==> src/rtl/matmul_tile_scheduler.sv <==
// Walks an n_tiles x k_tiles job over the systolic matrix_mult_wrapper:
// programs per-tile offsets, pulses start, waits for done, then advances k-major.
module matmul_tile_scheduler #(
  parameter int ROW     = 4,
  parameter int COL     = 4,
  parameter int W_SIZE  = 256,
  parameter int I_SIZE  = 256,
  parameter int O_SIZE  = 256,
  parameter int TIMEOUT = 20000,
  localparam int WA = $clog2(W_SIZE),
  localparam int IA = $clog2(I_SIZE),
  localparam int OA = $clog2(O_SIZE),
  localparam int TW = $clog2(TIMEOUT) + 1
) (
  input  logic          clk_i,
  input  logic          rst_i,
  input  logic          job_valid_i,
  output logic          job_ready_o,
  input  logic [WA-1:0] w_base_i,
  input  logic [IA-1:0] i_base_i,
  input  logic [OA-1:0] o_base_i,
  input  logic [IA-1:0] i_rows_i,
  input  logic [IA-1:0] i_stride_i,
  input  logic [OA-1:0] o_stride_i,
  input  logic [3:0]    k_tiles_i,
  input  logic [3:0]    n_tiles_i,
  input  logic          abort_i,
  output logic          mm_start_o,
  input  logic          mm_done_i,
  output logic [WA-1:0] w_offset_o,
  output logic [IA-1:0] i_offset_o,
  output logic [OA-1:0] psum_offset_o,
  output logic [OA-1:0] o_offset_o,
  output logic [IA-1:0] i_rows_o,
  output logic          accum_en_o,
  output logic          busy_o,
  output logic          job_done_o,
  output logic          err_o,
  output logic [3:0]    tile_k_o,
  output logic [3:0]    tile_n_o
);

  if (ROW < 1 || COL < 1) begin : g_bad_geometry
    $error("matmul_tile_scheduler: ROW and COL must be at least 1");
  end

  typedef enum logic [2:0] {S_IDLE, S_ISSUE, S_WAIT, S_ADVANCE, S_DONE, S_ERR} state_t;

  state_t        state_q, state_d;
  logic [WA-1:0] w_base_q, w_base_d, w_off_q, w_off_d;
  logic [IA-1:0] i_base_q, i_base_d, i_stride_q, i_stride_d, i_off_q, i_off_d;
  logic [IA-1:0] i_rows_q, i_rows_d;
  logic [OA-1:0] o_base_q, o_base_d, o_stride_q, o_stride_d, o_off_q, o_off_d;
  logic [3:0]    k_tiles_q, k_tiles_d, n_tiles_q, n_tiles_d;
  logic [3:0]    k_q, k_d, n_q, n_d;
  logic [TW-1:0] cnt_q, cnt_d;
  logic          start_q, start_d, done_q, done_d, err_q, err_d;
  logic          busy_q, busy_d, ready_q, ready_d, accum_q, accum_d;

  always_comb begin
    state_d    = state_q;
    w_base_d   = w_base_q;
    i_base_d   = i_base_q;
    o_base_d   = o_base_q;
    i_stride_d = i_stride_q;
    o_stride_d = o_stride_q;
    i_rows_d   = i_rows_q;
    k_tiles_d  = k_tiles_q;
    n_tiles_d  = n_tiles_q;
    k_d        = k_q;
    n_d        = n_q;
    cnt_d      = cnt_q;
    err_d      = err_q;
    w_off_d    = w_off_q;
    i_off_d    = i_off_q;
    o_off_d    = o_off_q;
    accum_d    = accum_q;
    start_d    = 1'b0;
    done_d     = 1'b0;

    case (state_q)
      S_IDLE: begin
        if (job_valid_i && ready_q) begin
          w_base_d   = w_base_i;
          i_base_d   = i_base_i;
          o_base_d   = o_base_i;
          i_stride_d = i_stride_i;
          o_stride_d = o_stride_i;
          i_rows_d   = i_rows_i;
          k_tiles_d  = k_tiles_i;
          n_tiles_d  = n_tiles_i;
          k_d        = 4'd0;
          n_d        = 4'd0;
          state_d    = (k_tiles_i == 4'd0 || n_tiles_i == 4'd0) ? S_DONE : S_ISSUE;
        end
      end
      S_ISSUE: begin
        cnt_d   = '0;
        state_d = S_WAIT;
      end
      S_WAIT: begin
        cnt_d = cnt_q + 1'b1;
        if (mm_done_i) begin
          state_d = S_ADVANCE;
        end else if (cnt_q == TW'(TIMEOUT - 1)) begin
          state_d = S_ERR;
        end
      end
      S_ADVANCE: begin
        if ({1'b0, k_q} + 5'd1 < {1'b0, k_tiles_q}) begin
          k_d     = k_q + 4'd1;
          state_d = S_ISSUE;
        end else if ({1'b0, n_q} + 5'd1 < {1'b0, n_tiles_q}) begin
          k_d     = 4'd0;
          n_d     = n_q + 4'd1;
          state_d = S_ISSUE;
        end else begin
          state_d = S_DONE;
        end
      end
      S_DONE:  state_d = S_IDLE;
      S_ERR:   state_d = S_ERR;
      default: state_d = S_IDLE;
    endcase

    // Abort overrides every transition above, including a pending ISSUE.
    if (abort_i && state_q != S_IDLE) begin
      state_d = S_IDLE;
      cnt_d   = '0;
      k_d     = 4'd0;
      n_d     = 4'd0;
      err_d   = 1'b0;
    end

    if (state_d == S_ISSUE) begin
      start_d = 1'b1;
      w_off_d = w_base_d + WA'((32'(n_d) * 32'(k_tiles_d) + 32'(k_d)) * 32'(ROW));
      i_off_d = i_base_d + IA'(32'(k_d) * 32'(i_stride_d));
      o_off_d = o_base_d + OA'(32'(n_d) * 32'(o_stride_d));
      accum_d = (k_d != 4'd0);
    end
    if (state_d == S_DONE) done_d = 1'b1;
    if (state_d == S_ERR)  err_d  = 1'b1;
    busy_d  = (state_d != S_IDLE);
    ready_d = (state_d == S_IDLE);
  end

  always_ff @(posedge clk_i) begin
    if (rst_i) begin
      state_q    <= S_IDLE;
      w_base_q   <= '0;
      i_base_q   <= '0;
      o_base_q   <= '0;
      i_stride_q <= '0;
      o_stride_q <= '0;
      i_rows_q   <= '0;
      k_tiles_q  <= '0;
      n_tiles_q  <= '0;
      k_q        <= '0;
      n_q        <= '0;
      cnt_q      <= '0;
      err_q      <= 1'b0;
      w_off_q    <= '0;
      i_off_q    <= '0;
      o_off_q    <= '0;
      accum_q    <= 1'b0;
      start_q    <= 1'b0;
      done_q     <= 1'b0;
      busy_q     <= 1'b0;
      ready_q    <= 1'b1;
    end else begin
      state_q    <= state_d;
      w_base_q   <= w_base_d;
      i_base_q   <= i_base_d;
      o_base_q   <= o_base_d;
      i_stride_q <= i_stride_d;
      o_stride_q <= o_stride_d;
      i_rows_q   <= i_rows_d;
      k_tiles_q  <= k_tiles_d;
      n_tiles_q  <= n_tiles_d;
      k_q        <= k_d;
      n_q        <= n_d;
      cnt_q      <= cnt_d;
      err_q      <= err_d;
      w_off_q    <= w_off_d;
      i_off_q    <= i_off_d;
      o_off_q    <= o_off_d;
      accum_q    <= accum_d;
      start_q    <= start_d;
      done_q     <= done_d;
      busy_q     <= busy_d;
      ready_q    <= ready_d;
    end
  end

  assign job_ready_o   = ready_q;
  assign mm_start_o    = start_q;
  assign w_offset_o    = w_off_q;
  assign i_offset_o    = i_off_q;
  assign psum_offset_o = o_off_q;
  assign o_offset_o    = o_off_q;
  assign i_rows_o      = i_rows_q;
  assign accum_en_o    = accum_q;
  assign busy_o        = busy_q;
  assign job_done_o    = done_q;
  assign err_o         = err_q;
  assign tile_k_o      = k_q;
  assign tile_n_o      = n_q;

endmodule

==> config.mk <==
export PLATFORM = sky130hd
export DESIGN_NAME = matmul_tile_scheduler
export DESIGN_NICKNAME = d
export VERILOG_FILES = /design/src/rtl/matmul_tile_scheduler.sv
export SDC_FILE = /design/constraint.sdc
export NUM_CORES = 1
export LEC_CHECK = 0
export BUFFER_PORTS_ARGS = -buffer_cell sky130_fd_sc_hd__clkbuf_2
export CORE_MARGIN = 2
export CORE_UTILIZATION = 60
export CTS_CLUSTER_DIAMETER = 30
export DETAILED_ROUTE_END_ITERATION = 10
export HOLD_SLACK_MARGIN = 0.02
export PLACE_DENSITY = 0.84
export REMOVE_ABC_BUFFERS = 1
export SLEW_MARGIN = 25
export SYNTH_ARGS = -nofsm -noshare
export SYNTH_HDL_FRONTEND = slang
export SYNTH_SLANG_ARGS = --single-unit
==> constraint.sdc <==
create_clock -name clk_i -period 12.02 [get_ports clk_i]
set_input_delay 1.202 -clock clk_i [delete_from_list [all_inputs] [get_ports clk_i]]
set_output_delay 1.202 -clock clk_i [all_outputs]
set_load 0.01 [all_outputs]
==> results of run 1 <==
## power breakdown
group | total [W] | switching, W | internal, W | leakage, nW
Sequential | 0.000416 | 0.0000129 | 0.000403 | 0.922
Combinational | 0.000203 | 0.000127 | 0.0000759 | 2.60
Clock | 0.000532 | 0.000187 | 0.000345 | 0.284
## area by class of cell
cell class                 count  area share, %
multi-input combinational    616          52.96
sequential                   113          27.44
timing repair buffer         119          7.377
clock buffer                  18          5.206
inverter                      56          2.550
clock inverter                14          2.292
tap                          143          2.171
## how the worst max path moves through the flow
stage	end	cells past startpoint	slack, ps	from
finish	i_offset_o[7]	18	5600	job_valid_i
global route	o_offset_o[7]	25	5220	tile_n_o[2]
CTS	i_offset_o[7]	18	5610	job_valid_i
detailed placement	i_offset_o[7]	18	5220	job_valid_i
global placement	i_offset_o[7]	18	5340	job_valid_i
floorplan	i_offset_o[7]	16	4880	job_valid_i
## critical path: cells and delay by family
family,cells,cell delay (ps)
buffers and inverters,3,730
xor gates and xnor gates,3,560
and+or+nand+nor,2,1100
AOI/OAI and AO/OA,5,980
muxes,1,270
adders and majority gates,4,1880
## layout by cell type (no fill, tap or decap), drive strengths merged, types with 4 or more instances in the layout
cell type and count:
clkbuf 131, nor2 118, dfxtp 113, nand2 110
a21oi 63, inv 57, ha 47, mux2i 35
fa 35, xnor2 29, nor3 21, nand3 19
a21o 15, or3 15, or2 12, o21ai 10
nand2b 8, a211oi 8, and3 7, xor2 7
clkinvlp 6, o21a 6, buf 6, a31oi 5
o31ai 5, and2 4, nand3b 4, bufinv 4
nor2b 4
## cell usage after synthesis (all sizes together) (21+ instances only)
| cell | instances | share of area [%] |
|---|---|---|
| nor3 | 21 | 1.5 |
| clkbuf | 28 | 1.5 |
| nor2 | 118 | 6.3 |
| mux2i | 35 | 5.0 |
| a21oi | 63 | 4.5 |
| ha | 47 | 8.3 |
| nand2 | 110 | 5.8 |
| xnor2 | 29 | 3.6 |
| dfxtp | 113 | 32 |
| fa | 35 | 9.9 |
| inv | 56 | 3.0 |
## through the flow
step | util (%) | power, W
final | 71.88 | 0.001151
after global placement | 66.49 | 0.0006201
after detailed placement | 66.49 | 0.0006250
after global routing | 71.88 | 0.001199
after floorplan | - | 0.0005600
after CTS | 71.88 | 0.001154
## logic make-up (layout without fill, tap and decap cells)
| kind of cell | Yosys count | count (layout) |
|---|---|---|
| AOI/OAI and AO/OA | 132 | 132 |
| buffers and inverters | 103 | 207 |
| muxes | 37 | 37 |
| DFF | 113 | 113 |
| and+or+nand+nor | 327 | 327 |
| adders and majority gates | 82 | 82 |
| xor gates and xnor gates | 38 | 38 |
## sequential cells by signal, summed over array words and instances (netlist names)
register     flops
i_offset_o       8
i_rows_o         8
o_stride_q       8
job_done_o       1
k_tiles_q        4
tile_k_o         4
w_offset_o       8
n_tiles_q        4
cnt_q           16
busy_o           1
job_ready_o      1
mm_start_o       1
accum_en_o       1
o_base_q         8
w_base_q         8
i_base_q         8
o_offset_o       8
err_o            1
tile_n_o         4
state_q          3
i_stride_q       8
## layer usage
layer	wire (um)	vias to the layer above	GRT usage, %
met3	893	19	6.425
met4	184	0	7.642
met1	6932	2762	32.04
li1	-	2955	-
met2	7439	164	42.81
met5	0	-	0
==> metrics, run 1 <==
GP Congestion=~0.88; CTS tree=yes; die width=between 100 and 150 um; Crit-path slowest cell=and4b_2; starting density of the core=between 60% and 70%; Syn Std Cell Area=7066 um^2; share of cells above drive strength 1=18.80%; power per cell area=139.6 nW/um^2; reg-to-reg slack, setup=5640 ps; YS warnings=0; Iteration-0 DRC Markers=355; Max-slew headroom=approximately a third; FF+latch count, synth=~110; Max Slew Vio Count=0; synthesized instance count=832; fin area=between 8000 and 9000 um^2; area of the multi-input gates=about 4400 um^2; Worst Reg2Reg Path Length in Cells=22; Post-synth EDFFs=0; Worst setup SP type=primary input; TritonCTS Sinks=between 100 and 150; main flop type after synthesis=dfxtp_1; HPWL Detailed=approximately 11 mm; Leak Pwr=between 3 and 4 nW; fin crit period=roughly 6400 ps; multiplexer area fraction after synthesis=about 5.3%; Avg Cell Area, Syn=around 8.5 um^2; WP data required=12360 ps; Rows=39; min-delay worst type=reg -> reg; # hold bufs at CTS=0; pre-CTS setup slack=approximately 5200 ps; Routed wire per std cell=roughly 14 um; postcts setup bufs=0; area delta synth->final=16.66%; worst setup margin=about 5600 ps; Hold Path Sink=i_offset_o[0]; drt first pass iters=5; Reg-to-Reg End=i_offset_o[7]; Synth Area in Compound Gates=12.47%; Min Hold Slack=roughly 450 ps; H-tree Lvls=4; placed cells=~1000; Root Driver=clkbuf_16; die area=about 13000 um^2; worst endpoint data arrival time=just under 7000 ps; final cell count without fillers=1079; Worst-path clk slew=about 60 ps; DRC Markers=0; # nets final=~1100; ys async rst share=0%; largest net degree at the start of global routing=slightly below 90; CP Capture Type=register; outcome=complete, no violations; port buffer count=approximately 110; CTS max path bufs=2; fin crit share=approximately 53%; final setup fails=0; fmax=155.8 MHz; vias in the first global route=roughly 5600; register area share after synthesis=between 30% and 40%; via/cell ratio=roughly 5.5; total CTS buffers=17; Post-Synth Simple-Gate Area=about a fifth; first-pass GRT wire length=around 26 mm; unrepaired setup endpoints after global routing=no; critical path cell sequence=clkbuf_2 -> and4b_2 -> buf_4 -> mux2i_1 -> or3_1 -> fa_1 -> fa_1 -> fa_1 -> inv_1 -> ha_1 -> a21o_1 -> a21o_1 -> a21o_1 -> a21oi_1 -> xnor2_1 -> xnor2_1 -> xnor3_1 -> a211oi_2; endpoints failing hold=0; Clock Skews=7.884 ps; number of max-cap violations=0; post-CTS resize count=0; antenna-violating nets left=0; IO Count=between 100 and 150; worst-margin pin slew=987.7 ps; GRT overflow=0; register area=roughly 2300 um^2; initial antenna violation count=0; largest family of logic cells by synthesized area=simple AND/OR/NAND/NOR gates; hold path startpoint=i_offset_o[0]; Hold Path Depth=2; Post-Synth Adder-Cell Area=roughly 18%; Placed Area=between 7000 and 8000 um^2; Distinct cells, synth=59; Worst Setup Path Type=in -> reg; gr usage total=around 25%; setup TNS=0 ps; via count=5900; n_diodes=0; Vert. Die Dim=roughly 110 um; xor and xnor area share after synthesis=5.100%; Max VDD drop=approximately 180 uV; later-pin clock latency in the skew report=approximately 430 ps; fillers=between 800 and 900; total core area=about 11000 um^2; FF-to-FF Start=tile_k_o[0]; worst-path maximum fanout=43; drt total wl=between 15 and 20 mm; CP peak stage delay=670 ps
No activity file was read; power rests on OpenSTA's default activity.
==> run 2: changes to the inputs <==
Settings changed: CORE_UTILIZATION 60 to 57, PLACE_DENSITY 0.84 to 0.8.
Clock period 12.02 ns to 6 ns, I/O delays scaled along.
==> metrics, run 2 (synthesis results as in run 1) <==
final cell count without fillers=1134 (was 1079); die area=13300 um^2 (was 12660 um^2); Vert. Die Dim=115.3 um (was 112.5 um); register with the most flip-flops=cnt_q (unchanged); n_diodes=0 (unchanged); TritonCTS Sinks=113 (unchanged); most frequent cells in the layout=nor2_1, clkbuf_2, nand2_1, dfxtp_1, a21oi_1 (was nor2_1, dfxtp_1, clkbuf_2, nand2_1, a21oi_1); GRT overflow=0 (unchanged); setup TNS=0 ps (unchanged); placed cells=1095 (was 1047); fin area=8663 um^2 (was 8243 um^2); Iteration-0 DRC Markers=384 (was 355); outcome=complete, no violations (unchanged); worst-margin pin slew=1080 ps (was 987.7 ps); Leak Pwr=4.008 nW (was 3.806 nW); min-delay worst type=in -> reg (was reg -> reg); Worst setup SP type=register (was primary input); # nets final=1097 (was 1066); HPWL Detailed=11.66 mm (was 10.83 mm); Root Driver=clkbuf_16 (unchanged); DRC Markers=0 (unchanged); initial antenna violation count=0 (unchanged); CTS tree=yes (unchanged); area delta synth->final=22.61% (was 16.66%); CP Capture Type=register (unchanged); worst setup margin=121.7 ps (was 5604 ps); Clock Skews=5.679 ps (was 7.884 ps); vias in the first global route=5765 (was 5624); first-pass GRT wire length=26.45 mm (was 25.82 mm); via count=6116 (was 5900); Max-slew headroom=27.97% (was 34.15%); Max VDD drop=167.3 uV (was 176.0 uV); number of max-cap violations=0 (unchanged); total CTS buffers=17 (unchanged); die width=115.3 um (was 112.5 um); drt total wl=16.93 mm (was 15.45 mm); drt first pass iters=5 (unchanged); total core area=12060 um^2 (was 11470 um^2); commonest non-fill, non-tap cell in the layout=nor2_1 (unchanged); GP Congestion=0.8772 (was 0.8836); worst-path maximum fanout=6 (was 43); unrepaired setup endpoints after global routing=yes (was no); Rows=40 (was 39); WP data required=6340 ps (was 12360 ps); CTS max path bufs=2 (unchanged); # hold bufs at CTS=0 (unchanged); largest net degree at the start of global routing=79 (was 89); Worst-path clk slew=50 ps (was 60 ps); Placed Area=7831 um^2 (was 7625 um^2); endpoints failing hold=0 (unchanged); Worst Setup Path Type=reg -> reg (was in -> reg); pre-CTS setup slack=-61.35 ps (was 5222 ps); worst endpoint data arrival time=6220 ps (was 6750 ps); final setup fails=0 (unchanged); IO Count=115 (unchanged); fin crit period=5878 ps; H-tree Lvls=4 (unchanged); gr usage total=25.32% (was 25.30%); via/cell ratio=5.393 (was 5.468); share of cells above drive strength 1=24.02% (was 18.80%); starting density of the core=58.58% (was 61.61%); max reg flops=16 (unchanged); Max Slew Vio Count=0 (unchanged); later-pin clock latency in the skew report=420 ps (was 430 ps); port buffer count=114 (unchanged); antenna-violating nets left=0 (unchanged); Routed wire per std cell=14.93 um (was 14.32 um); fin crit share=a little over nine tenths; power per cell area=272.1 nW/um^2 (was 139.6 nW/um^2); fmax=between 150 and 200 MHz
[run 2: area by class of cell]
type / count / area (um^2)
repair buffers: 150 / 844.6
flip-flops and latches: 113 / 2267
multi-input cells: 616 / 4503
fillers: 906 / 3398
inverters: 56 / 210.2
clock inverters: 10 / 157.7
clock buffers: 21 / 470.5
well taps: 168 / 210.2
[run 2: stage by stage]
step	power [W]	utilization [%]	hold slack [ps]
global placement	0.001272	64.93	438.8
CTS	0.002359	70.25	386.0
detailed placement	0.001282	64.93	446.9
global route	0.002458	71.83	401.8
floorplan	0.001122	-	430.3
finish	0.002357	71.83	400.5
[run 2: worst max-delay path: stages, from the launching register on]
cell and delay, ps:
dfxtp_2 360, buf_6 100, nand3_2 80, xnor2_2 160
ha_1 310, o21a_1 210, o31ai_4 110, and2_4 180
o31ai_4 330, a22oi_2 180, or3_1 390, fa_1 460
fa_1 500, fa_1 520, inv_1 50, ha_1 330
a21o_1 190, a21o_1 200, a21o_1 200, a21oi_2 150
xnor2_1 160, xnor2_1 160, xnor3_1 240, a211oi_2 220
[run 2: report_power, final]
group	switching [W]	internal, W
registers	0.0000254	0.000808
clock network	0.000352	0.000723
logic	0.000274	0.000176
total	0.000651	0.00171
[run 2: final timing paths]
check | start | end | slack (ps) | cells past startpoint
setup reg to reg | tile_k_o[0] | i_offset_o[7] | 120 | 23
hold / removal | i_rows_i[0] | i_rows_o[0] | 400 | 3
setup / recovery | tile_k_o[0] | i_offset_o[7] | 120 | 23
hold reg to reg | w_offset_o[5] | w_offset_o[5] | 450 | 2
[run 2: per-layer routing]
metal	global-route usage [%]	part of all wire [%]
met1	31.24	43
met2	42.85	48
met3	5.640	6.3
met4	10.44	2.3
met5	0	0
[run 2: timing repair]
item                                    4_1_cts  5_1_grt
pin swaps                                     0       16
resized for setup                             4       28
endpoints found under the setup margin        3        3
buffers inserted                              0        8
